[config.mk]
export PLATFORM = sky130hd
export DESIGN_NAME = cla_acc_seq
export DESIGN_NICKNAME = d
export VERILOG_FILES = /design/src/rtl/cla_acc_pkg.sv /design/src/rtl/cla_acc_sat.sv /design/src/rtl/cla_acc_seq.sv
export SDC_FILE = /design/constraint.sdc
export NUM_CORES = 1
export LEC_CHECK = 0
export ABC_AREA = 1
export CAP_MARGIN = 0
export CORE_ASPECT_RATIO = 0.7
export CORE_MARGIN = 3
export CORE_UTILIZATION = 41
export CTS_CLUSTER_DIAMETER = 120
export DETAILED_ROUTE_END_ITERATION = 7
export GPL_TIMING_DRIVEN = 0
export HOLD_SLACK_MARGIN = 0.08
export PLACE_DENSITY = 0.89
export SKIP_CTS_REPAIR_TIMING = 1
export SYNTH_ARGS = -nofsm -noshare
export SYNTH_HDL_FRONTEND = slang
export SYNTH_SLANG_ARGS = --single-unit
[constraint.sdc]
create_clock -name clk -period 1.33 [get_ports clk]
set_input_delay 0.133 -clock clk [delete_from_list [all_inputs] [get_ports clk]]
set_output_delay 0.133 -clock clk [all_outputs]
set_load 0.02 [all_outputs]
[src/rtl/cla_acc_pkg.sv]
// cla_acc_pkg: shared width, op encodings, FSM state type and signed limits for cla_acc_seq
package cla_acc_pkg;
    localparam int ACC_WIDTH = 15;
    localparam logic [1:0] OP_CLEAR = 2'd0;
    localparam logic [1:0] OP_LOAD  = 2'd1;
    localparam logic [1:0] OP_ADD   = 2'd2;
    localparam logic [1:0] OP_SUB   = 2'd3;
    localparam logic [ACC_WIDTH-1:0] SMAX = {1'b0, {(ACC_WIDTH-1){1'b1}}};
    localparam logic [ACC_WIDTH-1:0] SMIN = {1'b1, {(ACC_WIDTH-1){1'b0}}};
    typedef enum logic [1:0] {IDLE, EXEC, RESP} state_t;
endpackage

[src/rtl/cla_acc_sat.sv]
// cla_acc_sat: combinational signed clamp of the adder sum on overflow
//   i_sum  raw adder sum
//   i_ovf  adder signed overflow
//   i_neg  sign of operand A (direction of the overflow)
//   o_sum  clamped sum: max positive or min negative when i_ovf, else i_sum
module cla_acc_sat #(
    parameter int WIDTH = 15
) (
    input  logic [WIDTH-1:0] i_sum,
    input  logic             i_ovf,
    input  logic             i_neg,
    output logic [WIDTH-1:0] o_sum
);
    logic [WIDTH-1:0] w_lim;
    assign w_lim = i_neg ? {1'b1, {(WIDTH-1){1'b0}}} : {1'b0, {(WIDTH-1){1'b1}}};
    assign o_sum = i_ovf ? w_lim : i_sum;
endmodule

[src/rtl/cla_acc_seq.sv]
// cla_acc_seq: accumulator controller around an external combinational CLA add/sub
//   clk, rst_n                 clock, async active-low reset
//   cmd_valid/ready/op/data    command handshake (CLEAR/LOAD/ADD/SUB)
//   add_a/b/mode, add_s/cout/ovf  drive to / result from the external adder
//   res_valid/ready/acc/cout/ovf  result handshake and flags
//   ovf_sticky, sticky_clr     sticky overflow and its clear
// Optional: define CLA_ACC_SAT_EN to clamp acc to the signed limit on overflow.
module cla_acc_seq
    import cla_acc_pkg::*;
#(
    parameter int WIDTH = ACC_WIDTH
) (
    input  logic             clk,
    input  logic             rst_n,
    input  logic             cmd_valid,
    output logic             cmd_ready,
    input  logic [1:0]       cmd_op,
    input  logic [WIDTH-1:0] cmd_data,
    output logic [WIDTH-1:0] add_a,
    output logic [WIDTH-1:0] add_b,
    output logic             add_mode,
    input  logic [WIDTH-1:0] add_s,
    input  logic             add_cout,
    input  logic             add_ovf,
    output logic             res_valid,
    input  logic             res_ready,
    output logic [WIDTH-1:0] res_acc,
    output logic             res_cout,
    output logic             res_ovf,
    output logic             ovf_sticky,
    input  logic             sticky_clr
);
    state_t           r_state, w_next;
    logic [1:0]       r_op;
    logic [WIDTH-1:0] r_data, r_acc;
    logic             r_cout, r_ovf, r_sticky;
    logic             w_exec, w_arith;
    logic [WIDTH-1:0] w_sum, w_acc_next;

    assign w_exec  = r_state == EXEC;
    assign w_arith = r_op[1];

`ifdef CLA_ACC_SAT_EN
    cla_acc_sat #(.WIDTH(WIDTH)) u_sat (
        .i_sum (add_s),
        .i_ovf (add_ovf),
        .i_neg (r_acc[WIDTH-1]),
        .o_sum (w_sum)
    );
`else
    assign w_sum = add_s;
`endif

    assign w_acc_next = r_op == OP_CLEAR ? '0 : r_op == OP_LOAD ? r_data : w_sum;

    always_ff @(posedge clk or negedge rst_n) begin
        if (!rst_n) r_state <= IDLE;
        else        r_state <= w_next;
    end

    always_comb begin
        w_next = r_state;
        case (r_state)
            IDLE:    w_next = cmd_valid ? EXEC : IDLE;
            EXEC:    w_next = RESP;
            RESP:    w_next = res_ready ? IDLE : RESP;
            default: w_next = IDLE;
        endcase
    end

    // Outside EXEC the adder sees acc + 0 so its outputs are deterministic.
    always_comb begin
        cmd_ready = r_state == IDLE;
        res_valid = r_state == RESP;
        add_a     = r_acc;
        add_b     = w_exec ? r_data : '0;
        add_mode  = w_exec && r_op == OP_SUB;
    end

    always_ff @(posedge clk or negedge rst_n) begin
        if (!rst_n) begin
            r_op     <= '0;
            r_data   <= '0;
            r_acc    <= '0;
            r_cout   <= 1'b0;
            r_ovf    <= 1'b0;
            r_sticky <= 1'b0;
        end else begin
            if (cmd_ready && cmd_valid) begin
                r_op   <= cmd_op;
                r_data <= cmd_data;
            end
            if (w_exec) begin
                r_acc  <= w_acc_next;
                r_cout <= w_arith & add_cout;
                r_ovf  <= w_arith & add_ovf;
            end
            // Set has priority over a simultaneous clear.
            if (w_exec && w_arith && add_ovf) r_sticky <= 1'b1;
            else if (sticky_clr)              r_sticky <= 1'b0;
        end
    end

    assign res_acc    = r_acc;
    assign res_cout   = r_cout;
    assign res_ovf    = r_ovf;
    assign ovf_sticky = r_sticky;
endmodule
==> impl_metrics.py <==
metrics = {
    "die": {
        "die_x_um": 88.0,
        "ios": 90,
        "dieHeight_um": 63.4,
        "dieArea_um2": 5570,
        "start_util": 0.435,
        "num_rows": 20,
        "coreArea_um2": 4430,
    },
    "min_path": {
        "hold_path_class": "input port to flop",
        "min_path_cells": 3,
    },
    "routing": {
        "final_antenna_net_count": 0,
        "avgViaCountPerCell": 4.70,
        "vias": 1815,
        "drtIter0Drc": 113,
        "drcViolationCount": 0,
        "wirelength_mm": 5.71,
        "wl_per_cell_um": 14.8,
        "drt-pass1-iter-count": 4,
    },
    "flow_run": {
        "cap_violations": 0,
    },
    "worst_setup_path": {
        "cp_data_arrival_time_ns": 1.41,
        "r2r_cells": 6,
        "cp.required_ns": 1.20,
        "crit_type": "flop to output pin",
        "start_kind": "flop",
        "worstSetupEndpointType": "output pin",
        "cp_max_fo": 7,
    },
    "logic_synthesis": {
        "seq_area_frac_synth": 0.480,
        "synth_most_common_cell": "nand2_1",
        "synthDominantCellAreaShare": 0.480,
        "synth_area_um2": 1930,
        "yosys-top-cells-area": "dfrtp_1 (48%), nand2_1 (13%), nand3_1 (8.8%), buf_4 (7.0%), nand3_2 (5.2%)",
        "async_reset_ff_frac": 1.00,
        "syn-num-nets": 267,
        "synthCells": 228,
        "synth_largest_area_cell": "dfrtp_1",
        "yosys_warnings": 0,
        "ys_top_cells_by_count": "nand2_1 (65), dfrtp_1 (37), nand3_1 (34)",
        "yosys_register_bits": 37,
        "syn_area_per_cell_um2": 8.46,
        "yosysUniqueCellTypes": 20,
        "synth_edf_count": 0,
        "synthFlopType": "dfrtp_1",
    },
    "global_route": {
        "track_usage": 0.204,
        "grt_pass1_wl_mm": 8.71,
        "grt_pass1_vias": 1760,
        "grt_max_degree": 38,
        "antenna_found_initial": 0,
        "overflow": 0,
    },
    "sta": {
        "rsz0062_at_grt": "true",
        "worst_slack_ns": -0.212,
        "slew_headroom": 0.445,
        "fmax_ghz": 0.649,
        "timing.final.crit_share": 1.16,
        "final.setup_skew_ns": 0.00273,
        "final_max_slew_viol_count": 0,
        "worst_slew_pin_slew_ns": 0.832,
        "period_minus_slack_ns": 1.54,
        "setup-tns-final_ns": -2.38,
        "setup_viol": 16,
        "finalHoldViolations": 0,
    },
    "placed_design": {
        "place_area_um2": 2890,
        "dp.cells": 372,
        "globalplace.congestion": 0.801,
        "dp_hpwl_mm": 3.96,
        "numPortBuffers": 89,
    },
    "cts": {
        "htree_levels": 2,
        "clockBufferDepth": 2,
        "clk_latency_ns": 0.28,
        "cts_buffers": 5,
        "path_clk_slew_ns": 0.07,
        "cts_tree": "built",
        "clock_tree.root_cell": "clkbuf_8",
        "clock_sinks": 37,
    },
    "final_layout": {
        "drive_gt1_frac": 0.302,
        "instances_no_fill": 386,
        "fillers": 355,
        "postLayoutCellArea_um2": 3250,
        "n_antenna_cell": 0,
        "area_delta_synth_final_pct": 68.8,
        "utilization": 0.735,
        "nets": 370,
    },
    "power": {
        "leakagePower_nw": 2.00,
        "fin_total_pwr_w": 0.00762,
        "p_per_area_nw_per_um2": 2340,
        "ir_drop_uv": 1120,
    },
    "status": {
        "violations": "negative setup slack",
        "status": "finished, violations left",
    },
}
registers in the layout, summed over array words and instances (netlist names):
| register | cells |
|---|---|
| res_cout | 1 |
| r_data | 15 |
| ovf_sticky | 1 |
| r_state | 2 |
| add_a | 15 |
| r_op | 2 |
| res_ovf | 1 |
report_power, final:
| group | internal [W] | switching (W) |
|---|---|---|
| Clock | 0.000411 | 0.000365 |
| Sequential | 0.00167 | 0.000511 |
| Combinational | 0.00217 | 0.00249 |
final cells by class:
cell class                      count  area, um^2  share of cell area
Tap cell                           55        68.8              0.0211
Inverter                           22        87.6              0.0269
Clock buffer                        7        86.3              0.0265
Buffer                             26         241              0.0742
Timing Repair Buffer               96        1050               0.321
Multi-Input combinational cell    143         797               0.245
Sequential cell                    37         927               0.285
worst max-delay path: stages (launching register included):
cell,delay (ns)
dfrtp_1,0.44
inv_2,0.14
nand2_8,0.10
buf_8,0.16
nor3_4,0.13
buf_6,0.14
routing by layer:
metal  global-route usage  up-vias  wire, um  share of wire
met5                    0        -         0              0
met4               0.0421        0        30         0.0053
met3               0.0471        5       385          0.067
met2                0.316       69      2690           0.47
met1                0.291      842      2610           0.46
li1                     -      899         -              -
metrics by stage:
stage / worst slack (ns) / hold slack, ns
after global placement: -0.675 / 0.464
after CTS: -0.754 / -0.0305
final: -0.212 / 0.385
after global routing: -0.270 / 0.381
after floorplan: 0.0887 / -0.163
after detailed placement: -0.440 / 0.276
path summary, 6_finish.rpt:
path                             startpoint          to  slack [ns]
worst max-delay path             r_state[1]    add_mode       -0.21
worst min-delay path            cmd_data[2]   r_data[2]        0.39
worst max register to register   r_state[1]   add_a[13]        0.10
worst min register to register      res_ovf     res_ovf        0.49
max in group asynchronous             rst_n  r_state[0]        0.26
min in group asynchronous             rst_n    add_a[8]        0.49
cell usage in the layout, fill, tap and decap left out:
| cell type | synthesis | routed |
|---|---|---|
| nor3_4 | 0 | 1 |
| buf_6 | 3 | 13 |
| inv_6 | 1 | 1 |
| clkdlybuf4s50_1 | 0 | 37 |
| buf_8 | 0 | 2 |
| buf_2 | 2 | 2 |
| dlymetal6s2s_1 | 0 | 33 |
| nand2_1 | 65 | 65 |
| clkbuf_16 | 0 | 2 |
| nand2_2 | 10 | 9 |
| nor2_1 | 17 | 3 |
| clkbuf_1 | 1 | 1 |
| clkbuf_2 | 0 | 3 |
| nand2_4 | 1 | 1 |
| clkbuf_8 | 0 | 6 |
| nand3_1 | 34 | 34 |
| inv_2 | 1 | 2 |
| nor2_2 | 2 | 7 |
| nor2_4 | 1 | 10 |
| o21ai_0 | 1 | 1 |
| inv_1 | 20 | 19 |
| nand4_1 | 1 | 1 |
| buf_4 | 18 | 27 |
| nand2_8 | 0 | 1 |
| dlygate4sd3_1 | 0 | 1 |
| nand3_2 | 10 | 10 |
| dfrtp_1 | 37 | 36 |
| dfrtp_2 | 0 | 1 |
| buf_12 | 2 | 2 |
logic make-up (layout without fill, tap and decap cells):
| kind of cell | after synthesis | count (layout) | share of synthesized area |
|---|---|---|---|
| DFF | 37 | 37 | 0.480 |
| AOI/OAI and AO/OA | 1 | 1 | 0.00259 |
| and+or+nand+nor | 142 | 142 | 0.356 |
| buffers and inverters | 48 | 151 | 0.161 |
Note: power is estimated with default switching activity, not from simulation.
